<file path="src/rtl/hamming_pkg.sv">
// Shared Hamming SEC definitions: default geometry, the output-buffer state
// type and the reference encoder used by both encoder and corrector benches.
package hamming_pkg;

  localparam int H3_N     = 15;
  localparam int H3_K     = 11;
  localparam int H3_M     = H3_N - H3_K;
  localparam int H3_MAX_N = 63;

  typedef enum logic [1:0] {
    BUF_EMPTY = 2'd0,
    BUF_ONE   = 2'd1,
    BUF_FULL  = 2'd2
  } h3_buf_state_t;

  // Position p (1-based) lives at bit p-1; parity at powers of two, data elsewhere.
  function automatic logic [H3_MAX_N-1:0] encode_f(input logic [H3_MAX_N-1:0] data,
                                                   input int n);
    logic [H3_MAX_N-1:0] cw;
    logic [5:0]          d;
    logic                p;
    cw = '0;
    d  = 6'd0;
    for (int pos = 1; pos <= H3_MAX_N; pos++) begin
      if ((pos <= n) && ((pos & (pos - 32'sd1)) != 32'sd0)) begin
        cw[6'(pos - 32'sd1)] = data[d];
        d = d + 6'd1;
      end
    end
    for (int i = 0; i < 6; i++) begin
      p = 1'b0;
      for (int pos = 1; pos <= H3_MAX_N; pos++) begin
        if ((pos <= n) && (((pos >> i) & 32'sd1) != 32'sd0)) begin
          p = p ^ cw[6'(pos - 32'sd1)];
        end
      end
      if ((32'sd1 << i) <= n) begin
        cw[6'((32'sd1 << i) - 32'sd1)] = p;
      end
    end
    return cw;
  endfunction

endpackage

</file>
<file path="src/rtl/h3_skid_buffer.sv">
// Two-entry FIFO output buffer with EMPTY/ONE/FULL occupancy FSM and a
// registered ready that looks at the next state.
module h3_skid_buffer
  import hamming_pkg::*;
#(
  parameter int W = 16
) (
  input  logic         clk,
  input  logic         rst,
  input  logic         push,
  input  logic [W-1:0] din,
  input  logic         pop,
  output logic         ready,
  output logic [W-1:0] dout,
  output logic         valid
);

  h3_buf_state_t state_r, state_next_s;
  logic [W-1:0]  head_r, tail_r;
  logic          ready_r;

  // Next occupancy from push/pop.
  always_comb begin
    state_next_s = state_r;
    case (state_r)
      BUF_EMPTY: begin
        if (push) state_next_s = BUF_ONE;
        else      state_next_s = BUF_EMPTY;
      end
      BUF_ONE: begin
        if (push && !pop)      state_next_s = BUF_FULL;
        else if (!push && pop) state_next_s = BUF_EMPTY;
        else                   state_next_s = BUF_ONE;
      end
      BUF_FULL: begin
        if (pop) state_next_s = BUF_ONE;
        else     state_next_s = BUF_FULL;
      end
      default: state_next_s = BUF_EMPTY;
    endcase
  end

  // State and registered ready.
  always_ff @(posedge clk) begin
    if (rst) begin
      state_r <= BUF_EMPTY;
      ready_r <= 1'b0;
    end else begin
      state_r <= state_next_s;
      ready_r <= (state_next_s != BUF_FULL);
    end
  end

  // Entry storage; head always holds the oldest word.
  always_ff @(posedge clk) begin
    if (rst) begin
      head_r <= '0;
      tail_r <= '0;
    end else begin
      case (state_r)
        BUF_EMPTY: if (push) head_r <= din;
        BUF_ONE: begin
          if (push && pop) head_r <= din;
          else if (push)   tail_r <= din;
        end
        BUF_FULL: if (pop) head_r <= tail_r;
        default: head_r <= head_r;
      endcase
    end
  end

  assign ready = ready_r;
  assign valid = (state_r != BUF_EMPTY);
  assign dout  = head_r;

endmodule

</file>
<file path="src/rtl/h3_encode_stream_n_k.sv">
// Streaming Hamming SEC encoder with a 2-entry output buffer and delivered-word
// counter. Define HAMMING_ERR_INJECT_EN to build the single-bit error injector.
module h3_encode_stream_n_k
  import hamming_pkg::*;
#(
  parameter int n = 15,
  parameter int k = 11
) (
  input  logic                 clk,
  input  logic                 rst,
  input  logic [k-1:0]         data_i,
  input  logic                 valid_i,
  output logic                 ready_o,
  output logic [n-1:0]         hamming_o,
  output logic                 valid_o,
  input  logic                 ready_i,
  output logic                 injected_o,
  input  logic                 inject_i,
  input  logic [$clog2(n)-1:0] inject_pos_i,
  output logic                 inject_armed_o,
  output logic [31:0]          words_o
);

  localparam int PW = $clog2(n);

  logic                ready_s;
  logic                accept_s;
  logic                pop_s;
  logic [H3_MAX_N-1:0] enc_wide_s;
  logic [n-1:0]        flip_s;
  logic                inject_hit_s;
  logic [31:0]         words_r;

  assign accept_s   = valid_i && ready_s;
  assign pop_s      = valid_o && ready_i;
  assign enc_wide_s = encode_f(H3_MAX_N'(data_i), n);

  if (n < H3_MAX_N) begin : g_enc_pad
    logic unused_enc_s;
    assign unused_enc_s = ^enc_wide_s[H3_MAX_N-1:n];
  end

`ifdef HAMMING_ERR_INJECT_EN
  localparam logic [PW-1:0] POS_LIM = PW'(n);
  logic          armed_r;
  logic [PW-1:0] pos_r;
  logic          req_s;

  assign req_s = inject_i && (inject_pos_i < POS_LIM);

  // A same-cycle request re-arms for the following word instead of hitting this one.
  always_ff @(posedge clk) begin
    if (rst) begin
      armed_r <= 1'b0;
      pos_r   <= '0;
    end else if (req_s) begin
      armed_r <= 1'b1;
      pos_r   <= inject_pos_i;
    end else if (accept_s) begin
      armed_r <= 1'b0;
    end
  end

  assign inject_hit_s   = armed_r && !req_s;
  assign flip_s         = inject_hit_s ? ({{(n-1){1'b0}}, 1'b1} << pos_r) : '0;
  assign inject_armed_o = armed_r;
`else
  logic unused_inject_s;
  assign unused_inject_s = ^{inject_i, inject_pos_i};
  assign inject_hit_s    = 1'b0;
  assign flip_s          = '0;
  assign inject_armed_o  = 1'b0;
`endif

  h3_skid_buffer #(.W(n + 1)) u_buf (
    .clk   (clk),
    .rst   (rst),
    .push  (accept_s),
    .din   ({inject_hit_s, enc_wide_s[n-1:0] ^ flip_s}),
    .pop   (pop_s),
    .ready (ready_s),
    .dout  ({injected_o, hamming_o}),
    .valid (valid_o)
  );

  // Delivered-codeword counter, wraps naturally.
  always_ff @(posedge clk) begin
    if (rst) begin
      words_r <= 32'd0;
    end else if (pop_s) begin
      words_r <= words_r + 32'd1;
    end
  end

  assign ready_o = ready_s;
  assign words_o = words_r;

endmodule

</file>
<file path="config.mk">
export PLATFORM = sky130hd
export DESIGN_NAME = h3_encode_stream_n_k
export DESIGN_NICKNAME = d
export VERILOG_FILES = /design/src/rtl/hamming_pkg.sv /design/src/rtl/h3_skid_buffer.sv /design/src/rtl/h3_encode_stream_n_k.sv
export SDC_FILE = /design/constraint.sdc
export NUM_CORES = 1
export LEC_CHECK = 0
export CAP_MARGIN = 20
export CORE_ASPECT_RATIO = 0.8
export CORE_MARGIN = 5
export CORE_UTILIZATION = 50
export DETAILED_ROUTE_END_ITERATION = 8
export PLACE_DENSITY = 0.8
export SYNTH_ARGS = -nofsm -noshare
export SYNTH_HDL_FRONTEND = slang
export SYNTH_SLANG_ARGS = --single-unit
</file>
<file path="constraint.sdc">
create_clock -name clk -period 2.7 [get_ports clk]
set_clock_uncertainty 0.2 [all_clocks]
set_input_delay 0.81 -clock clk [delete_from_list [all_inputs] [get_ports clk]]
set_output_delay 0.81 -clock clk [all_outputs]
set_load 0.005 [all_outputs]
</file>
==> metrics.md, run 1 <==
| Metric | Value |
|---|---|
| Status | completed |
| Yosys reg bits | 65 |
| Leakage | 1.39 nW |
| Post-synth EDFFs | 0 |
| Layout area overhead | 31.3% |
| Setup TNS | 0 ns |
| Ys Warns | 0 |
| Die height | 79.8 um |
| CTS Hold Bufs | 0 |
| Period utilization | 0.939 |
| Post-synthesis cell type count | 41 |
| Worst R2R End | words_o[21] |
| Post-CTS Resized | 0 |
| Clock buffer count from CTS | 9 |
| Ys flop type | dfxtp_1 |
| DPL Wire Length | 5.37 mm |
| Share of cells above drive strength 1 | 0.0929 |
| Setup CP Type | reg2out |
| H-tree Lvls | 3 |
| Clk_lat worst skew | 0.34 ns |
| RSZ-0062 raised after global routing | false |
| Final design area excluding fillers | 3990 um2 |
| Critical path data arrival time | 1.52 ns |
| FF/Latch Area | 1300 um2 |
| Final Net Count | 437 |
| Port Buffers | 63 |
| Worst R2R Path Depth | 4 |
| # setup viols final | 0 |
| CTS tree | yes |
| Async set or reset register ratio after synthesis | 0 |
| Root Driver | clkbuf_8 |
| Min-Delay Path Class | reg2reg |
| Slew @ Worst Pin | 0.598 ns |
| Worst Setup End Kind | output port |
| Post-route minimum period | 2.53 ns |
| Initial antenna violation count | 0 |
| Hold Vio Cnt, Final | 0 |
| Max VDD drop | 0.314 mV |
| Area of the multi-input gates | 1620 um2 |
| Relative slew slack | 0.601 |
| Mean Syn Cell Area | 8.84 um2 |
| CP required | 1.69 ns |
| Setup bufs post-CTS | 0 |
| Ant. Diodes | 0 |
| First-pass GRT wire length | 12.9 mm |
| Cell Pwr Density | 494 nW/um2 |
| Die width | 97.2 um |
| Startpoint Class | flip-flop |
| Seq/Total Area, Yosys | 0.428 |
| Initial Util | 0.514 |
| Total Wirelength | 7.46 mm |
| Router iterations before antenna repair | 4 |
| Clk pin slew, worst setup/hold paths | 0.07 ns |
| Worst R2R Start | words_o[2] |
| Core Region | 5910 um2 |
| Hold Crit Depth | 2 |
| Most common cell after layout, fill and taps aside | dfxtp_1 |
| DR iter-0 viols | 157 |
| Min-delay src | u_buf.tail_r[9] |
| Hold Path End | u_buf.dout[9] |
| Final ANT Viol Nets | 0 |
| Synthesized area | 3040 um2 |
| Critical path peak fanout | 12 |
| Fill cells | 484 |
| R2R setup slack | 0.66 ns |
| I/O Pins | 71 |
| Sinks on Clock Net | 65 |
| Highest Clock Rate | 395 MHz |
| Routed vias/inst | 5.62 |
| Commonest cells after routing, fill and taps aside | dfxtp_1 (65), clkdlybuf4s50_1 (62), nand2_1 (37) |
| WL/cell | 14.9 um |
| Fin. max-slew vios | 0 |
| Drc violations | 0 |
| GRT overflow | 0 |
| Vias in the first global route | 2730 |
| Syn Inst Count | 344 |
| Max-Cap Viols | 0 |
| Via count | 2818 |
| Placed Instance Area | 3820 um2 |
| Clock Path Buffers | 2 |
| Full die area | 7750 um2 |
| Overall Global Routing Usage | 0.201 |
| # rows | 25 |
| Placer congestion estimate | 0.801 |
| Largest net degree at the start of global routing | 31 |
[cell usage after synthesis (all sizes together), types with 2 or more instances]
| cell | n | area share |
|---|---|---|
| nand4 | 10 | 0.030 |
| inv | 4 | 0.0049 |
| o22ai | 5 | 0.010 |
| mux2i | 12 | 0.039 |
| nand2 | 37 | 0.046 |
| xor2 | 11 | 0.032 |
| a311oi | 11 | 0.032 |
| a31oi | 4 | 0.0082 |
| nand2b | 6 | 0.012 |
| nor2 | 34 | 0.042 |
| nor4b | 4 | 0.012 |
| o31ai | 15 | 0.037 |
| clkbuf | 11 | 0.014 |
| or4 | 15 | 0.037 |
| a21oi | 24 | 0.039 |
| and3 | 4 | 0.0082 |
| o21ai | 10 | 0.016 |
| ha | 2 | 0.0082 |
| buf | 10 | 0.021 |
| or3 | 6 | 0.012 |
| dfxtp | 65 | 0.43 |
| xnor2 | 17 | 0.049 |
| and4 | 5 | 0.016 |
| and2 | 2 | 0.0041 |
| nand3 | 10 | 0.016 |
[layout make-up]
type,instances,area share
inverters,4,0.00376
flip-flops and latches,65,0.326
repair buffers,80,0.195
clock inverters,3,0.00376
well taps,81,0.0254
clock buffers,13,0.0398
multi-input cells,255,0.406
[worst max-delay path, stage by stage, from the launching register on]
cell	delay, ns
dfxtp_1	0.40
or2_2	0.34
clkdlybuf4s50_1	0.45
[metal layers]
layer	up-vias	track usage	routed length [um]
li1	1400	-	-
met1	1346	0.258	3500
met4	0	0.0813	65
met5	-	0	0
met2	67	0.326	3520
met3	5	0.0515	377
[flip-flops by register name, summed over array words and instances, names as in the netlist]
register and cells:
u_buf.dout 15, u_buf.ready 1, u_buf.state_r 2, u_buf.tail_r 15, words_o 32
[cell families (layout without fill, tap and decap cells)]
kind of cell / Yosys count / after routing / synth area share
AND/OR/NAND/NOR: 138 / 138 / 0.247
AO/OA/AOI/OAI: 73 / 73 / 0.155
flip-flops: 65 / 65 / 0.428
XOR/XNOR: 28 / 28 / 0.0806
buffers and inverters: 25 / 100 / 0.0399
multiplexers: 12 / 12 / 0.0395
adder cells (fa/ha/maj): 2 / 2 / 0.00823
other: 1 / 2 / 0.00123
[power breakdown]
part | switching [W] | total, W | internal, W
clock network | 0.000351 | 0.000731 | 0.000379
logic | 0.000117 | 0.000241 | 0.000124
registers | 0.0000161 | 0.00100 | 0.000986
[worst max path at each step]
stage                          start           to  slack [ns]  cells after the start
finish              u_buf.state_r[1]      valid_o        0.17                      2
global route        u_buf.state_r[1]      valid_o        0.07                      2
detailed placement           ready_i  words_o[21]       -0.15                      5
global placement             ready_i  words_o[21]       -0.06                      5
CTS                 u_buf.state_r[1]      valid_o        0.15                      2
floorplan                    ready_i  words_o[13]        0.42                      6
[through the flow]
step | total power, W | cells | worst slack [ns] | hold slack [ns] | utilization
after floorplan | 0.00115 | 345 | 0.423 | 0.254 | -
after global placement | 0.00126 | 485 | -0.0566 | 0.260 | 0.646
after detailed placement | 0.00126 | 485 | -0.146 | 0.272 | 0.646
after CTS | 0.00199 | 501 | 0.149 | 0.282 | 0.675
after global routing | 0.00207 | 501 | 0.0652 | 0.309 | 0.675
final | 0.00197 | 501 | 0.166 | 0.280 | 0.675
Power figures use the tool's default switching activity.
==> run 2: changes to the inputs <==
--- a/config.mk
+++ b/config.mk
@@ -14,3 +14,4 @@
 export SYNTH_ARGS = -nofsm -noshare
 export SYNTH_HDL_FRONTEND = slang
 export SYNTH_SLANG_ARGS = --single-unit
+export TNS_END_PERCENT = 50
==> constraint.sdc (replaced) <==
create_clock -name clk -period 2.65 [get_ports clk]
set_clock_uncertainty 0.2 [all_clocks]
set_input_delay 0.795 -clock clk [delete_from_list [all_inputs] [get_ports clk]]
set_output_delay 0.795 -clock clk [all_outputs]
set_load 0.005 [all_outputs]
==> metrics.md, run 2 (synthesis results as in run 1) <==
| Metric | Value |
|---|---|
| Post-route minimum period | 2.53 ns |
| Commonest cells after routing, fill and taps aside | dfxtp_1 (65), clkdlybuf4s50_1 (62), nand2_1 (37) |
| Ant. Diodes | 0 |
| Status | completed |
| Overall Global Routing Usage | 0.203 |
| Worst R2R Start | words_o[2] |
| Total Wirelength | 7.49 mm |
| Layout area overhead | 31.3% |
| Vias in the first global route | 2628 |
| Post-CTS Resized | 0 |
| GRT overflow | 0 |
| Share of cells above drive strength 1 | 0.0909 |
| DR iter-0 viols | 123 |
| Most common cell after layout, fill and taps aside | dfxtp_1 |
| Clk pin slew, worst setup/hold paths | 0.07 ns |
| Placer congestion estimate | 0.823 |
| Final design area excluding fillers | 3990 um2 |
| Min-Delay Path Class | reg2reg |
| Clock buffer count from CTS | 9 |
| Clock Path Buffers | 2 |
| Worst R2R Path Depth | 4 |
| I/O Pins | 71 |
| Worst R2R End | words_o[21] |
| Largest net degree at the start of global routing | 31 |
| CTS tree | yes |
| Fill cells | 481 |
| Setup bufs post-CTS | 0 |
| Hold Vio Cnt, Final | 0 |
| Clk_lat worst skew | 0.34 ns |
| H-tree Lvls | 3 |
| CTS Hold Bufs | 0 |
| Leakage | 1.38 nW |
| Via count | 2779 |
| Relative slew slack | 0.587 |
| Final ANT Viol Nets | 0 |
| CP required | 1.66 ns |
| Full die area | 7750 um2 |
| Routed vias/inst | 5.57 |
| R2R setup slack | 0.54 ns |
| Placed Instance Area | 3810 um2 |
| Port Buffers | 63 |
| Setup CP Type | reg2out |
| First-pass GRT wire length | 12.8 mm |
| Core Region | 5910 um2 |
| Worst hold slack | 0.281 ns |
| Slew @ Worst Pin | 0.620 ns |
| Die width | 97.2 um |
| Largest register FFs | 32 |
| RSZ-0062 raised after global routing | false |
| Max VDD drop | 0.369 mV |
| DPL Wire Length | 5.29 mm |
| Final Net Count | 436 |
| Worst setup path start | u_buf.state_r[1] |
| Critical path data arrival time | 1.54 ns |
| Critical path peak fanout | 12 |
| WL/cell | 15.0 um |
| Router iterations before antenna repair | 4 |
| Worst Setup End Kind | output port |
| Root Driver | clkbuf_8 |
| Initial Util | 0.514 |
| Fin. max-slew vios | 0 |
| Cell Pwr Density | 510 nW/um2 |
| Initial antenna violation count | 0 |
| Drc violations | 0 |
| Startpoint Class | flip-flop |
| Max-Cap Viols | 0 |
| # rows | 25 |
| # setup viols final | 0 |
| Period utilization | 0.956 |
| Worst Setup EP | valid_o |
| Highest Clock Rate | 395 MHz |
| Die height | 79.8 um |
| Sinks on Clock Net | 65 |
run 2: cell types whose count changed in the layout (fill, tap and decap cells not counted), sizes merged:
cell and delta:
buf -1, clkinv -2, clkinvlp +1
run 2: layout make-up:
type                            count  area, um2  share of cell area
Timing Repair Buffer               79        771               0.193
Clock buffer                       13        169              0.0423
Inverter                            4       15.0             0.00376
Sequential cell                    65       1300               0.326
Tap cell                           81        101              0.0254
Multi-Input combinational cell    255       1620               0.406
Clock inverter                      2       12.5             0.00313
run 2: worst min path at each step:
| stage | start | end | slack [ns] | cells after the start |
|---|---|---|---|---|
| floorplan | u_buf.tail_r[10] | u_buf.dout[10] | 0.25 | 2 |
| global placement | u_buf.tail_r[2] | u_buf.dout[2] | 0.26 | 2 |
| detailed placement | u_buf.tail_r[4] | u_buf.dout[4] | 0.27 | 2 |
| CTS | u_buf.tail_r[4] | u_buf.dout[4] | 0.28 | 2 |
| global route | u_buf.tail_r[4] | u_buf.dout[4] | 0.32 | 2 |
| finish | u_buf.tail_r[4] | u_buf.dout[4] | 0.28 | 2 |
run 2: routing by layer:
metal	wire length, um	track usage	up-vias
li1	-	-	1389
met1	3630	0.268	1309
met2	3440	0.320	75
met3	329	0.0515	6
met4	80	0.0785	0
met5	0	0	-
run 2: stage by stage:
stage / util / setup slack, ns / std cells / setup TNS, ns / total power [W]
global placement: 0.645 / -0.121 / 484 / -0.689 / 0.00128
global route: 0.675 / 0.0300 / 499 / 0 / 0.00212
detailed placement: 0.645 / -0.146 / 484 / -1.05 / 0.00129
finish: 0.675 / 0.116 / 499 / 0 / 0.00204
CTS: 0.675 / 0.105 / 499 / 0 / 0.00206
floorplan: - / 0.388 / 345 / 0 / 0.00117
run 2: power breakdown:
part           total, W  leakage, nW  internal [W]  switching (W)
combinational  0.000246        0.764      0.000127       0.000120
clock          0.000770       0.0915      0.000410       0.000360
sequential      0.00102        0.527       0.00100      0.0000164
total           0.00204         1.38       0.00154       0.000496
run 2: worst max-delay path, cell delays in order (launching register included):
cell,delay (ns)
dfxtp_1,0.41
or2_2,0.35
clkdlybuf4s50_1,0.45
==> run 3: changes to the inputs <==
--- a/config.mk
+++ b/config.mk
@@ -8,9 +8,8 @@
 export CAP_MARGIN = 20
 export CORE_ASPECT_RATIO = 0.8
 export CORE_MARGIN = 5
-export CORE_UTILIZATION = 50
+export CORE_UTILIZATION = 30
 export DETAILED_ROUTE_END_ITERATION = 8
-export PLACE_DENSITY = 0.8
 export SYNTH_ARGS = -nofsm -noshare
 export SYNTH_HDL_FRONTEND = slang
 export SYNTH_SLANG_ARGS = --single-unit
==> metrics.md, run 3 (synthesis results as in run 1) <==
| Metric | Value |
|---|---|
| Final Non-Filler Cells | 553 |
| Layout area overhead | 37.3% |
| Via count | 2752 |
| Clk pin slew, worst setup/hold paths | 0.05 ns |
| Largest register FFs | 32 |
| Die height | 100 um |
| Fill cells | 990 |
| I/O Pins | 71 |
| Period utilization | 0.946 |
| Max-Cap Viols | 0 |
| H-tree Lvls | 3 |
| Post-route minimum period | 2.51 ns |
| CP Cell Sequence | or2_2 -> clkdlybuf4s50_1 |
| Worst Setup End Kind | output port |
| CP bufs+invs | 1 |
| Relative slew slack | 0.603 |
| Final Util | 0.428 |
| Share of cells above drive strength 1 | 0.0935 |
| GRT overflow | 0 |
| Initial antenna violation count | 0 |
| FF/Latch Area | 1300 um2 |
| Final ANT Viol Nets | 0 |
| Most Crowded Layer GR | met2 |
| Crit-path slowest cell | clkdlybuf4s50_1 |
| Critical path data arrival time | 1.51 ns |
| First-pass GRT wire length | 13.1 mm |
| Vias in the first global route | 2683 |
| Overall Global Routing Usage | 0.134 |
| Max VDD drop | 0.354 mV |
| Total Wirelength | 7.66 mm |
| Drc violations | 0 |
| Root Driver | clkbuf_16 |
| Initial Util | 0.311 |
| Clock Path Buffers | 2 |
| Die width | 123 um |
| GR Layer Usage met1 | 0.182 |
| Status | completed |
| RSZ-0062 raised after global routing | false |
| Ant. Diodes | 0 |
| Met3 Use GR | 0.0490 |
| Startpoint Class | flip-flop |
| Placer congestion estimate | 0.768 |
| Sinks on Clock Net | 65 |
| Grt met2 use | 0.195 |
| Core Region | 9770 um2 |
| DR iter-0 viols | 181 |
| Clk_lat worst skew | 0.33 ns |
| Area of the multi-input gates | 1630 um2 |
| CTS Hold Bufs | 0 |
| # setup viols final | 0 |
| # rows | 32 |
| Final Net Count | 435 |
| Cell Pwr Density | 582 nW/um2 |
| Commonest cells after routing, fill and taps aside | dfxtp_1 (65), clkdlybuf4s50_1 (62), nand2_1 (36) |
| Routed vias/inst | 4.98 |
| DPL Wire Length | 5.50 mm |
| Leakage | 1.43 nW |
| Setup CP Type | reg2out |
| CTS tree | yes |
| Clock buffer count from CTS | 9 |
| CP required | 1.66 ns |
| Hold Vio Cnt, Final | 0 |
| Port Buffers | 63 |
| Router iterations before antenna repair | 4 |
| Critical path peak fanout | 12 |
| Cells after DPL | 538 |
| Highest Clock Rate | 399 MHz |
| Largest net degree at the start of global routing | 41 |
| Fin. max-slew vios | 0 |
| Full die area | 12300 um2 |
| Slew @ Worst Pin | 0.595 ns |
| Slowest Stage Delay on Critical Path | 0.46 ns |
| CP delay by family, top | buffers and inverters |
| Most common cell after layout, fill and taps aside | dfxtp_1 |
| WL/cell | 13.9 um |
| Min-Delay Path Class | reg2reg |
==> run 3: report_power, final <==
group / switching [W] / total (W) / internal (W)
sequential: 0.0000152 / 0.00102 / 0.00101
clock: 0.000408 / 0.00116 / 0.000755
combinational: 0.000118 / 0.000245 / 0.000127
total: 0.000541 / 0.00243 / 0.00189
==> run 3: final timing paths <==
| path | start | to | slack [ns] | cells past startpoint |
|---|---|---|---|---|
| worst max-delay path | u_buf.state_r[1] | valid_o | 0.14 | 2 |
| worst min-delay path | u_buf.tail_r[2] | u_buf.dout[2] | 0.28 | 2 |
| worst max register to register | words_o[2] | words_o[17] | 0.60 | 4 |
| worst min register to register | u_buf.tail_r[2] | u_buf.dout[2] | 0.28 | 2 |
==> run 3: layout make-up <==
cell class / count / share of cell area
Tap cell: 136 / 0.0407
Multi-Input combinational cell: 255 / 0.389
Inverter: 4 / 0.00359
Timing Repair Buffer: 78 / 0.183
Clock inverter: 1 / 0.00180
Sequential cell: 65 / 0.312
Clock buffer: 14 / 0.0704
==> run 3: stage by stage <==
stage	area, um2	power [W]	setup TNS (ns)	worst slack [ns]	hold WS [ns]
after global routing	4180	0.00254	0	0.0431	0.297
final	4180	0.00243	0	0.143	0.276
after floorplan	3050	0.00117	0	0.388	0.254
after CTS	4170	0.00247	0	0.0818	0.275
after detailed placement	3870	0.00129	-1.80	-0.241	0.268
after global placement	3870	0.00129	-1.11	-0.150	0.266
==> run 3: repair_timing <==
| action | in CTS | in global routing |
|---|---|---|
| gates resized for setup | 0 | 1 |
| setup endpoints to repair | 0 | 2 |
| buffers inserted | 0 | 0 |
==> run 3: worst min-delay path, cell delays in order, from the launching register on <==
cell,delay (ns)
dfxtp_1,0.31
nand2_1,0.05
a311oi_1,0.07
==> run 3: routing by layer <==
metal  vias up  wire length, um  part of all wire
li1       1390                -                 -
met1      1281             3770              0.49
met2        71             3300              0.43
met3        10              481             0.063
met4         0              106             0.014
met5         -                0                 0
